$ cat src/rtl/lerp_pkg.sv
// Shared definitions for the lerp / inv_lerp blocks.
//   - Default operand and ratio widths.
//   - Control state encoding for the inverse-lerp sequencer.
//   - Fixed-point typedefs: unsigned sample (QUx.0), signed difference
//     (one bit wider than a sample), ratio (QU0.r).
package lerp_pkg;

  localparam int DEF_INPUT_BITS      = 16;
  localparam int DEF_RATIO_FRAC_BITS = 8;

  typedef enum logic [1:0] {
    IDLE = 2'd0,
    CALC = 2'd1,
    DONE = 2'd2
  } state_t;

  typedef logic        [DEF_INPUT_BITS-1:0]      uin_t;
  typedef logic signed [DEF_INPUT_BITS:0]        sdiff_t;
  typedef logic        [DEF_RATIO_FRAC_BITS-1:0] ratio_t;

endpackage : lerp_pkg

$ cat src/rtl/inv_lerp_udiv_restoring.sv
// Restoring shift/subtract fractional divider, one quotient bit per clock.
// Computes floor(dividend * 2^QUOT_BITS / divisor), which is only meaningful
// when dividend < divisor (the caller guarantees this).
// Ports:
//   clk, reset      clock, asynchronous active-high reset
//   i_start         load operands and begin (single-cycle pulse)
//   i_dividend      numerator magnitude
//   i_divisor       denominator magnitude (non-zero)
//   o_done          high during the clock whose edge produces the last bit
//   o_quotient      full quotient, valid while o_done is high
// QUOT_BITS must be at least 3.
module udiv_restoring #(
  parameter int DIV_BITS  = 16,
  parameter int QUOT_BITS = 8
) (
  input  logic                 clk,
  input  logic                 reset,
  input  logic                 i_start,
  input  logic [DIV_BITS-1:0]  i_dividend,
  input  logic [DIV_BITS-1:0]  i_divisor,
  output logic                 o_done,
  output logic [QUOT_BITS-1:0] o_quotient
);

  localparam int CW = (QUOT_BITS > 1) ? $clog2(QUOT_BITS) : 1;

  logic                 r_busy;
  logic [DIV_BITS:0]    r_rem;     // partial remainder, always < divisor
  logic [DIV_BITS-1:0]  r_div;
  logic [QUOT_BITS-2:0] r_quot;    // bits already produced; last bit comes from w_qbit
  logic [CW-1:0]        r_count;

  logic [DIV_BITS+1:0]  w_shift;
  logic                 w_qbit;
  logic [DIV_BITS:0]    w_sub;
  logic [DIV_BITS:0]    w_rem_next;

  // Trial subtraction of the doubled remainder; the compare stands in for
  // the sign of the subtraction so the difference only needs DIV_BITS+1 bits.
  assign w_shift    = {r_rem, 1'b0};
  assign w_qbit     = (w_shift >= {2'b00, r_div});
  assign w_sub      = w_shift[DIV_BITS:0] - {1'b0, r_div};
  assign w_rem_next = w_qbit ? w_sub : w_shift[DIV_BITS:0];

  assign o_done     = r_busy && (r_count == '0);
  // The final bit is presented combinationally so the caller can capture
  // the complete quotient on the same edge that finishes the divide.
  assign o_quotient = {r_quot, w_qbit};

  // NOTE: sequential state uses non-blocking assignments so every register
  // samples pre-edge values regardless of statement order.
  always_ff @(posedge clk or posedge reset) begin
    if (reset) begin
      r_busy  <= 1'b0;
      r_rem   <= '0;
      r_div   <= '0;
      r_quot  <= '0;
      r_count <= '0;
    end else if (i_start) begin
      r_busy  <= 1'b1;
      r_rem   <= {1'b0, i_dividend};
      r_div   <= i_divisor;
      r_quot  <= '0;
      r_count <= CW'(QUOT_BITS - 1);
    end else if (r_busy) begin
      r_rem   <= w_rem_next;
      r_quot  <= {r_quot[QUOT_BITS-3:0], w_qbit};
      r_count <= r_count - 1'b1;
      if (o_done) r_busy <= 1'b0;
    end
  end

endmodule : udiv_restoring

$ cat src/rtl/inv_lerp.sv
// Inverse linear interpolation: ratio = floor((x-inb) * 2^r / (ina-inb)),
// so that lerp(ina, inb, ratio) lands on x (rounded toward inb).
// Out-of-range samples are classified on the accept edge and answered in
// one cycle; in-range samples go through a sequential restoring divider.
// Ports:
//   clk, reset        clock, asynchronous active-high reset
//   in_valid/in_ready operand handshake (ready only in IDLE, out of reset)
//   ina, inb, x       endpoints (ratio 1.0 / 0.0) and sample, QUx.0
//   out_valid/ready   result handshake; result held until taken
//   ratio             QU0.r result
//   saturated         x at or beyond ina, ratio forced to all-ones
//   degenerate        ina == inb, ratio forced to zero
module inv_lerp
  import lerp_pkg::*;
#(
  parameter int INPUT_BITS      = DEF_INPUT_BITS,
  parameter int RATIO_FRAC_BITS = DEF_RATIO_FRAC_BITS
) (
  input  logic                       clk,
  input  logic                       reset,
  input  logic                       in_valid,
  output logic                       in_ready,
  input  logic [INPUT_BITS-1:0]      ina,
  input  logic [INPUT_BITS-1:0]      inb,
  input  logic [INPUT_BITS-1:0]      x,
  output logic                       out_valid,
  input  logic                       out_ready,
  output logic [RATIO_FRAC_BITS-1:0] ratio,
  output logic                       saturated,
  output logic                       degenerate
);

  state_t r_state;
  state_t w_state_next;

  logic [RATIO_FRAC_BITS-1:0] r_ratio;
  logic                       r_saturated;
  logic                       r_degenerate;

  logic                       w_accept;
  logic [INPUT_BITS:0]        w_d;        // ina - inb, two's complement
  logic [INPUT_BITS:0]        w_n;        // x   - inb, two's complement
  logic [INPUT_BITS-1:0]      w_d_mag;
  logic [INPUT_BITS-1:0]      w_n_mag;
  logic                       w_is_degen;
  logic                       w_is_below;
  logic                       w_is_sat;
  logic                       w_div_start;
  logic                       w_div_done;
  logic [RATIO_FRAC_BITS-1:0] w_div_quot;

  assign in_ready  = (r_state == IDLE) && !reset;
  assign out_valid = (r_state == DONE);
  assign w_accept  = in_valid && in_ready;

  // Differences on zero-extended operands; the top bit is the sign.
  // A magnitude never exceeds 2^INPUT_BITS-1, so it fits the input width.
  assign w_d     = {1'b0, ina} - {1'b0, inb};
  assign w_n     = {1'b0, x}   - {1'b0, inb};
  assign w_d_mag = w_d[INPUT_BITS] ? (~w_d[INPUT_BITS-1:0] + 1'b1) : w_d[INPUT_BITS-1:0];
  assign w_n_mag = w_n[INPUT_BITS] ? (~w_n[INPUT_BITS-1:0] + 1'b1) : w_n[INPUT_BITS-1:0];

  // Classification, highest priority first: degenerate, on/behind inb,
  // at/beyond ina. Only what is left needs the divider.
  assign w_is_degen = (w_d == '0);
  assign w_is_below = (w_n == '0) || (w_n[INPUT_BITS] != w_d[INPUT_BITS]);
  assign w_is_sat   = (w_n_mag >= w_d_mag);

  always_ff @(posedge clk or posedge reset) begin
    if (reset) r_state <= IDLE;
    else       r_state <= w_state_next;
  end

  // NOTE: every combinational output is given a default before the case so
  // no path leaves it unassigned, which would otherwise infer a latch.
  always_comb begin
    w_state_next = r_state;
    w_div_start  = 1'b0;
    unique case (r_state)
      IDLE: begin
        if (w_accept) begin
          if (w_is_degen || w_is_below || w_is_sat) begin
            w_state_next = DONE;
          end else begin
            w_state_next = CALC;
            w_div_start  = 1'b1;
          end
        end
      end
      CALC:    if (w_div_done) w_state_next = DONE;
      DONE:    if (out_ready)  w_state_next = IDLE;
      default: w_state_next = IDLE;
    endcase
  end

  // Flags clear on every accept; ratio changes only when a new result lands.
  always_ff @(posedge clk or posedge reset) begin
    if (reset) begin
      r_ratio      <= '0;
      r_saturated  <= 1'b0;
      r_degenerate <= 1'b0;
    end else if (w_accept) begin
      r_saturated  <= 1'b0;
      r_degenerate <= 1'b0;
      if (w_is_degen) begin
        r_ratio      <= '0;
        r_degenerate <= 1'b1;
      end else if (w_is_below) begin
        r_ratio      <= '0;
      end else if (w_is_sat) begin
        r_ratio      <= '1;
        r_saturated  <= 1'b1;
      end
    end else if ((r_state == CALC) && w_div_done) begin
      r_ratio <= w_div_quot;
    end
  end

  udiv_restoring #(
    .DIV_BITS  (INPUT_BITS),
    .QUOT_BITS (RATIO_FRAC_BITS)
  ) u_div (
    .clk        (clk),
    .reset      (reset),
    .i_start    (w_div_start),
    .i_dividend (w_n_mag),
    .i_divisor  (w_d_mag),
    .o_done     (w_div_done),
    .o_quotient (w_div_quot)
  );

  assign ratio      = r_ratio;
  assign saturated  = r_saturated;
  assign degenerate = r_degenerate;

endmodule : inv_lerp

$ cat config.mk
export PLATFORM = sky130hd
export DESIGN_NAME = inv_lerp
export DESIGN_NICKNAME = d
export VERILOG_FILES = /design/src/rtl/lerp_pkg.sv /design/src/rtl/inv_lerp_udiv_restoring.sv /design/src/rtl/inv_lerp.sv
export SDC_FILE = /design/constraint.sdc
export NUM_CORES = 1
export LEC_CHECK = 0
export ABC_AREA = 1
export ABC_CLOCK_PERIOD_IN_PS = 3150
export CAP_MARGIN = 10
export CORE_ASPECT_RATIO = 0.5
export CORE_MARGIN = 5
export CORE_UTILIZATION = 30
export DETAILED_ROUTE_END_ITERATION = 10
export GPL_TIMING_DRIVEN = 0
export PLACE_DENSITY = 0.43
export REMOVE_ABC_BUFFERS = 1
export SKIP_CTS_REPAIR_TIMING = 1
export SLEW_MARGIN = 20
export SYNTH_ARGS = -nofsm -noshare
export SYNTH_HDL_FRONTEND = slang
export SYNTH_SLANG_ARGS = --single-unit
$ cat constraint.sdc
create_clock -name clk -period 3.15 [get_ports clk]
set_clock_uncertainty 0.2 [all_clocks]
set_input_delay 0.63 -clock clk [delete_from_list [all_inputs] [get_ports clk]]
set_output_delay 0.63 -clock clk [all_outputs]
set_load 0.02 [all_outputs]
Yosys cells after proc, flatten, opt, wreduce, memory -nomap -nowiden
Index checks and enable logic that the tools add are counted.

Word-level logic and storage cells: 71. Input port bits: 52. Output and inout bits: 12. Flip-flop bits (word level): 56.

$add $sub $neg: 6. Reduce and logical (&&, ||, !) cells: 16. $lt $le $gt $ge: 2. Equal/unequal tests: 7. Bitwise logic cells: 2. Muxes and demuxes: 29.

Operator list (count): 17-bit two-way mux (3); 8-bit two-way mux (5); 17-bit zero test (2); 16-bit by 16-bit subtractor with 17-bit output (2); 16-bit by 1-bit adder with 16-bit output (second input constant) (2); 16-bit two-way mux (2); 16-bit NOT (2); 18-bit by 16-bit >= comparator with 1-bit output (1); 17-bit by 16-bit subtractor with 17-bit output (1); 16-bit >= comparator (1); 7-bit two-way mux (2); 1-bit two-way mux (10); 2-bit two-way mux (4); 3-bit two-way mux (2); 2-bit case mux with 3 select lines (1); 1-bit logical AND (4); 2-bit inequality test (second input constant) (2); 4-bit by 1-bit inequality test with 1-bit output (second input constant) (1); 2-bit nonzero test (2); 3-bit zero test (1); 1-bit logical OR (3); 3-bit AND reduction (1); 3-bit by 1-bit subtractor with 3-bit output (second input constant) (1); 2-bit by 1-bit == test with 1-bit output (second input constant) (1); other kinds (6) (6).

Logic depth before layout (Yosys ltp)
Gate-level depths: netlist of run 1.

Depth after elaboration: 10. Mapped depth: 32. Depth with buffers taken out: 31.

Cells and area by module
A second synthesis of run 1 with hierarchy kept.

Cell total of the unflattened synthesis: 1168. Area total of the unflattened synthesis: 7153.1 µm².

Modules (own cells, without submodules): inv_lerp (area an instance 3937.5 µm², instances 1, cells an instance 713); udiv_restoring (area an instance 3215.6 µm², instances 1, cells an instance 455).

Least setup slack after synthesis of run 1
OpenSTA, ideal clock, no wires.

Kind: input-to-reg. Start point: input ina[0]. End point: register u_div.r_quot[1]. Stages on the path: 30. Setup time: 0.117 ns. Arrival time: 4.078 ns. Slack: -1.246 ns. Data required time: 2.833 ns. Cells stage by stage: inv_1 > ha_1 > inv_1 > fa_1 > nand3_1 > nand2_1 > nand2_1 > nand2_1 > nand2_1 > nand2_1 > nor2_2 > nand3_1 > or2_2 > nand2_1 > nand2_1 > xor2_1 > inv_1 > ha_1 > nand4_1 > nor2_1 > and3_1 > inv_1 > o211ai_1 > nor2_1 > nand3_2 > nor2_4 > nor2_4 > buf_6 > nand2_1 > o21ai_2.

Cells in the longest elaborated chain, start to end: 10. Elaborated cells between the ends (all ways): 15.

Ends and longest elaborated chain: start: declaration (line inv_lerp.sv:23) `input logic [INPUT_BITS-1:0] ina,`; 16-bit by 16-bit subtractor with 17-bit output (*) (line inv_lerp.sv:58) `assign w_d = {1'b0, ina} - {1'b0, inb};`; 16-bit NOT (line inv_lerp.sv:60) `assign w_d_mag = w_d[INPUT_BITS] ? (~w_d[INPUT_BITS-1:0] + 1'b1) : w_d[INPUT_BITS-1:0];`; 16-bit by 1-bit adder with 16-bit output (line inv_lerp.sv:60); 16-bit two-way mux (line inv_lerp.sv:60); 16-bit >= comparator (line inv_lerp.sv:67) `assign w_is_sat = (w_n_mag >= w_d_mag);`; 1-bit logical OR (*) (line inv_lerp.sv:82) `if (w_is_degen || w_is_below || w_is_sat) begin`; 1-bit two-way mux (*) (line inv_lerp.sv:82); 1-bit two-way mux (*) (line inv_lerp.sv:81) `if (w_accept) begin`; 1-bit two-way mux (*) (line inv_lerp.sv:79) `unique case (r_state)`; 7-bit two-way mux or 2-bit nonzero test (tied branches); end signal: assignment (line inv_lerp_udiv_restoring.sv:67) `r_quot <= {r_quot[QUOT_BITS-3:0], w_qbit};`; end: declaration (line inv_lerp_udiv_restoring.sv:30) `logic [QUOT_BITS-2:0] r_quot;`.

Every way passes the cells marked *; elsewhere a longest branch is shown, timed or not. A chain may end at the register's enable or synchronous reset.

Worst setup path after layout of run 1
Start point: input ina[0]. End point: register u_div.r_rem[4].

Cells in the longest elaborated chain, start to end: 10. Elaborated cells between the ends (all ways): 15.

Ends and longest elaborated chain: 16-bit by 16-bit subtractor with 17-bit output (*) (line inv_lerp.sv:58); 16-bit NOT (line inv_lerp.sv:60); 16-bit by 1-bit adder with 16-bit output (line inv_lerp.sv:60); 16-bit two-way mux (line inv_lerp.sv:60); 16-bit >= comparator (line inv_lerp.sv:67); 1-bit logical OR (*) (line inv_lerp.sv:82); 1-bit two-way mux (*) (line inv_lerp.sv:82); 1-bit two-way mux (*) (line inv_lerp.sv:81); 1-bit two-way mux (*) (line inv_lerp.sv:79); 17-bit two-way mux or 2-bit nonzero test (tied branches); end signal: assignment (line inv_lerp_udiv_restoring.sv:61) `r_rem <= {1'b0, i_dividend};`; end signal: assignment (line inv_lerp_udiv_restoring.sv:66) `r_rem <= w_rem_next;`; end: declaration (line inv_lerp_udiv_restoring.sv:28) `logic [DIV_BITS:0] r_rem;`.

Marks and branches as above.

==> flow_summary.toml, run 1 <==
[clocking]
path_clk_slew_ps = 80
insertion_delay_ps = 300
clock-sinks = 56
clock_path_buffers = 2
root_buffer = "clkbuf_16"
cts_max_level = 2
numCtsBuffers = 5
cts_tree = "done"

[drt]
viasPerCell = 4.644
drc = 0
wl_mm = 21.65
drt-pass1-iter-count = 5
first_iter_violations = 275
vias = 7054
postRouteAntennaNets = 0
wire_per_inst_um = 14.25

[synth]
synth_most_common_cell = "nand2_1"
synthArstFlopShare = 1.000
synth.area.top_cells = "dfrtp_1, nand2_1, ha_1"
synth_common_cells = "nand2_1, inv_1, nand3_1"
yosysSeqAreaShare = 0.2102
netlist.area_leader.share = 0.2102
yosysWarnings = 0
synth_top_area_cell = "dfrtp_1"
ys_dominant_reg_cell = "dfrtp_1"
ys_seq_elements = 56
postSynthCellCount = 1076
synth_area_um2 = 6665
synthDistinctLibCells = 42
avgSynthCellArea_um2 = 6.194
synth_edf_count = 0

[job]
drv_cap = 0

[final_layout]
num_antenna_cells = 0
final_nets = 1340
area_growth_pct = 49.84
drive_gt1_frac = 0.3117

[sta]
slew_viol_final = 0
setup_violations = 55
rsz0062_at_grt = "true"
hold_viol_final = 0
finalCriticalPeriod_ps = 4636
fmax_mhz = 215.7
tightest_slew_ps = 1020
fin_ws_ps = -1486
holdWs_ps = 277.9
slew-limit-headroom = 0.3197
finalCritPeriodShare = 1.472

[power]
p_leak_uw = 0.005059
p_sw_frac = 0.4947
peakVddDrop_mv = 0.2911
pwr-share-comb = 0.720
pwr_density_cell_nw_per_um2 = 687.8
power.switching_uw = 3398
p_int_uw = 3471
clkPwrFrac = 0.085
p_seq_frac = 0.195

[global_routing]
grtUsageMet1 = 0.2190
grt_pass1_vias = 6284
top_usage_layer = "met2"
use_met2 = 0.2508
grt_overflow = 0
grt_pass1_wl_mm = 31.14
met3_usage = 0.01210
antenna_found_initial = 0
grt_max_degree = 44
track_usage = 0.1499

[floorplan]
core_area_um2 = 21780
die_height_um = 115.4
rows = 38
initial_core_util = 0.3061
fp.dieW_um = 220.8
die-area_um2 = 25480
ioPinCount = 64

[placement]
post-place-ws_ps = -3515
numPortBuffers = 63
gp_congestion = 0.8295
hpwlAfterDp_mm = 15.80

[critical_path]
worstPathArrival_ps = 4620
critPathKind = "input pin to register"
cpMostUsedCell = "nand2_2"
critPathLaunchType = "input pin"
cp_slowest_stage_delay_ps = 430
path_max_fanout = 5
worstPathRequired_ps = 3140
cp-end-kind = "register"
slowest_stage = "fa_2"

[run_status]
violations = "setup timing"
status = "finished, violations left"

[min_path]
hp-class = "register to register"
==> cell type report <==
| cell class | count | area (um^2) |
|---|---|---|
| tap | 300 | 375.4 |
| clock inverter | 3 | 27.53 |
| clock buffer | 5 | 125.1 |
| sequential | 56 | 1401 |
| timing repair inverter | 2 | 16.27 |
| timing repair buffer | 142 | 1463 |
| multi-input combinational | 820 | 5841 |
| inverter | 191 | 738.2 |
| fill | 2318 | 11790 |
==> per-layer routing <==
metal	vias up	wire length [um]
met3	7	566
met1	3287	10720
met2	85	10270
met5	-	0
met4	0	97
li1	3675	-
==> path summary, 6_finish.rpt <==
kind | start | to | cells past startpoint | slack (ps)
min reg2reg | ratio[7] | ratio[7] | 2 | 280
max | ina[0] | u_div.r_rem[4] | 32 | -1490
min | ratio[7] | ratio[7] | 2 | 280
max reg2reg | u_div.r_rem[2] | u_div.r_rem[13] | 14 | -40
max in group asynchronous | reset | u_div.r_rem[14] | 3 | 1790
min in group asynchronous | reset | r_state[1] | 2 | 460
==> power groups by stage <==
stage | Sequential (uW) | Clock (uW) | Combinational [uW]
2_1_floorplan | 1300 | 0 | 2790
3_3_place_gp | 1290 | 0 | 3800
3_5_place_dp | 1300 | 0 | 3800
4_1_cts | 1280 | 605 | 3840
5_1_grt | 1380 | 640 | 5520
6_report | 1340 | 586 | 4950
==> per-stage QoR <==
step	total power [uW]	instances	util	TNS [ps]	cell area, um^2
6_report	6869	1519	0.4586	-76720	9987
5_1_grt	7542	1519	0.4586	-90080	9987
4_1_cts	5730	1432	0.3555	-165770	7741
3_5_place_dp	5097	1424	0.3485	-182660	7589
3_3_place_gp	5088	1423	0.3474	-200080	7566
2_1_floorplan	4093	1060	-	-84130	6560
==> flip-flops by register name (all words and copies together) (netlist names) <==
name / cells
saturated: 1
u_div.r_quot: 7
r_state: 2
u_div.r_count: 3
u_div.r_div: 16
degenerate: 1
u_div.r_rem: 17
u_div.r_busy: 1
ratio: 8
==> layout by cell type (no fill, tap or decap), types with 6 or more instances in the layout <==
cell type	synthesis	routed
xnor2_1	15	14
ha_4	0	31
o21ai_2	5	14
nor2_1	62	38
a21oi_4	1	6
xor2_2	0	9
nor2_2	4	16
a21oi_2	3	8
nor2_4	3	20
buf_4	2	57
a21oi_1	43	33
nand2_1	365	267
clkdlybuf4s50_1	0	42
o21ai_0	57	40
nand3_1	86	62
dfrtp_1	56	56
xor2_1	25	16
buf_12	0	11
nor3_1	8	7
inv_1	187	156
nand2_4	2	35
dlymetal6s2s_1	0	18
nand3_2	4	25
nand4_1	15	15
inv_2	4	29
clkbuf_16	0	6
buf_6	4	11
o21ai_1	7	14
nand2_2	8	71
ha_1	67	34
==> cell families after synthesis <==
family	synth area share
AO/OA/AOI/OAI	0.1124
AND/OR/NAND/NOR	0.3642
adder cells (fa/ha/maj)	0.1348
XOR/XNOR	0.05500
flip-flops	0.2102
buffers and inverters	0.1233
==> worst max-delay path, delay by kind of cell <==
| kind | cells | cell delay (ps) |
|---|---|---|
| adders and majority gates | 3 | 780 |
| and+or+nand+nor | 18 | 1970 |
| buffers and inverters | 8 | 880 |
| AOI/OAI and AO/OA | 3 | 360 |
No activity file was read; power rests on OpenSTA's default activity.
==> run 2, diff against run 1 <==
Settings changed: CORE_UTILIZATION 30 to 40, PLACE_DENSITY 0.43 to 0.55.
==> run 2 against run 1 <==
The run still ends with setup timing left. Non-clock buffer count rose by 4. Global-route usage rose by 3.5 points. Register-to-register slack improved by 60 ps. Sequential share of layout area fell by 0.24 points. Utilization rose by 16 points. Clock-buffer cell count rose by 1. Critical endpoint is now u_div.r_rem[9].
==> flow_summary.toml, run 2 (synthesis gave the netlist of run 1 again) <==
[run_status]
status = "finished, violations left"
violations = "setup timing"

[power]
p_seq_frac = 0.189
pwr-share-comb = 0.726
p_leak_uw = 0.005161
peakVddDrop_mv = 0.4202
power.switching_uw = 3392
p_int_uw = 3559
clkPwrFrac = 0.084
pwr_density_cell_nw_per_um2 = 684.0
p_sw_frac = 0.4880

[sta]
finalCritPeriodShare = 1.476
tightest_slew_ps = 1008
setup_violations = 55
hold_viol_final = 0
fin_ws_ps = -1499
slew_viol_final = 0
holdWs_ps = 281.5
fmax_mhz = 215.1
rsz0062_at_grt = "true"
finalCriticalPeriod_ps = 4649
slew-limit-headroom = 0.3283
tns_ps = -75260

[drt]
postRouteAntennaNets = 0
vias = 7198
first_iter_violations = 255
drt-pass1-iter-count = 4
wl_mm = 21.45
drc = 0
viasPerCell = 4.961
wire_per_inst_um = 14.78

[floorplan]
die_height_um = 101.3
rows = 33
initial_core_util = 0.4076
core_area_um2 = 16350
die-area_um2 = 19500
ioPinCount = 64
fp.dieW_um = 192.6

[final_layout]
largest_reg_flops = 17
regArea_um2 = 1401
final_nets = 1345
multi_input_area_um2 = 5967
mostFrequentLayoutCells = "nand2_1, inv_1, nand2_2"
nFillCells = 1497
drive_gt1_frac = 0.3350
area_growth_pct = 52.49
stdcell_area_um2 = 10160
layout_commonest_cell = "nand2_1"
regMostFlops = "u_div.r_rem"
fin_cells = 1451
num_antenna_cells = 0
final_core_util = 0.6216

[global_routing]
grt_pass1_wl_mm = 29.66
grt_max_degree = 44
track_usage = 0.1847
grt_pass1_vias = 6215
antenna_found_initial = 0
grt_overflow = 0

[clocking]
insertion_delay_ps = 300
root_buffer = "clkbuf_16"
cts_tree = "done"
clock_path_buffers = 2
numCtsBuffers = 5
path_clk_slew_ps = 80
clock-sinks = 56
cts_max_level = 2

[placement]
place_area_um2 = 7497
gp_congestion = 0.8998
dp.cells = 1351
hpwlAfterDp_mm = 14.63
numPortBuffers = 63

[critical_path]
worstPathArrival_ps = 4640
critPathLaunchType = "input pin"
reg2reg_slack_ps = 20
cp-end-kind = "register"
worstPathRequired_ps = 3140
path_max_fanout = 5
critPathKind = "input pin to register"

[min_path]
hp-class = "register to register"

[job]
drv_cap = 0
-- run 2: changes by cell type in the layout (fill, tap and decap cells not counted), sizes merged --
cell | previous run | this run
buf | 80 | 81
dlymetal6s2s | 18 | 23
inv | 192 | 191
clkbuf | 7 | 11
clkdlybuf4s50 | 42 | 37
clkinvlp | 3 | 4
nor2 | 74 | 75
clkinv | 1 | 0
-- run 2: power groups by stage --
stage                     Combinational [uW]  Sequential (uW)  Clock [uW]
final                                   5050             1320         586
after global placement                  3730             1280           0
after floorplan                         2790             1300           0
after global routing                    5600             1360         628
after CTS                               3780             1280         594
after detailed placement                3750             1290           0
-- run 2: cell type report --
| type | instances | area share |
|---|---|---|
| clock buffers | 6 | 0.01366 |
| clock inverters | 2 | 0.001477 |
| inverters | 191 | 0.07313 |
| multi-input cells | 821 | 0.5871 |
| flip-flops and latches | 56 | 0.1379 |
| well taps | 227 | 0.02795 |
| repair buffers | 146 | 0.1572 |
| repair inverters | 2 | 0.001600 |
-- run 2: layer usage --
metal  wire length (um)  GRT usage  share of wire  vias to the layer above
met5                  0          0              0                        -
li1                   -          -              -                     3713
met2              10120     0.3076           0.47                      135
met1              10440     0.2699           0.49                     3338
met4                203    0.02410         0.0095                        0
met3                684    0.01584          0.032                       12
-- run 2: worst paths after layout --
kind | from | endpoint | cells after the start
min in group asynchronous | reset | ratio[1] | 2
max | x[9] | u_div.r_rem[9] | 28
min reg2reg | ratio[3] | ratio[3] | 2
max in group asynchronous | reset | u_div.r_rem[11] | 3
min | ratio[3] | ratio[3] | 2
max reg2reg | u_div.r_rem[1] | u_div.r_rem[13] | 14
-- run 2: critical path: stages --
cell and delay (ps):
clkdlybuf4s50_1 500, ha_4 230, nand2_4 110, inv_1 40, nand2_1 80, nand2_2 70, a21oi_2 160, nand2_2 100
a21oi_4 220, buf_12 130, clkbuf_16 130, o21ai_1 70, xor2_1 170, inv_1 80, ha_1 270, nand2_1 90
o21bai_4 120, a21oi_2 60, nor3_2 140, o211ai_1 170, nor2_4 200, nand3_4 140, nor2_4 180, buf_12 140
nor2_4 50, clkbuf_16 210, nand2_1 50, nand3_1 60
-- run 2: stage by stage --
stage | worst slack, ps | power, uW
6_report | -1499 | 6952
5_1_grt | -1687 | 7596
4_1_cts | -3095 | 5654
3_5_place_dp | -3387 | 5038
3_3_place_gp | -3336 | 5016
2_1_floorplan | -1658 | 4093
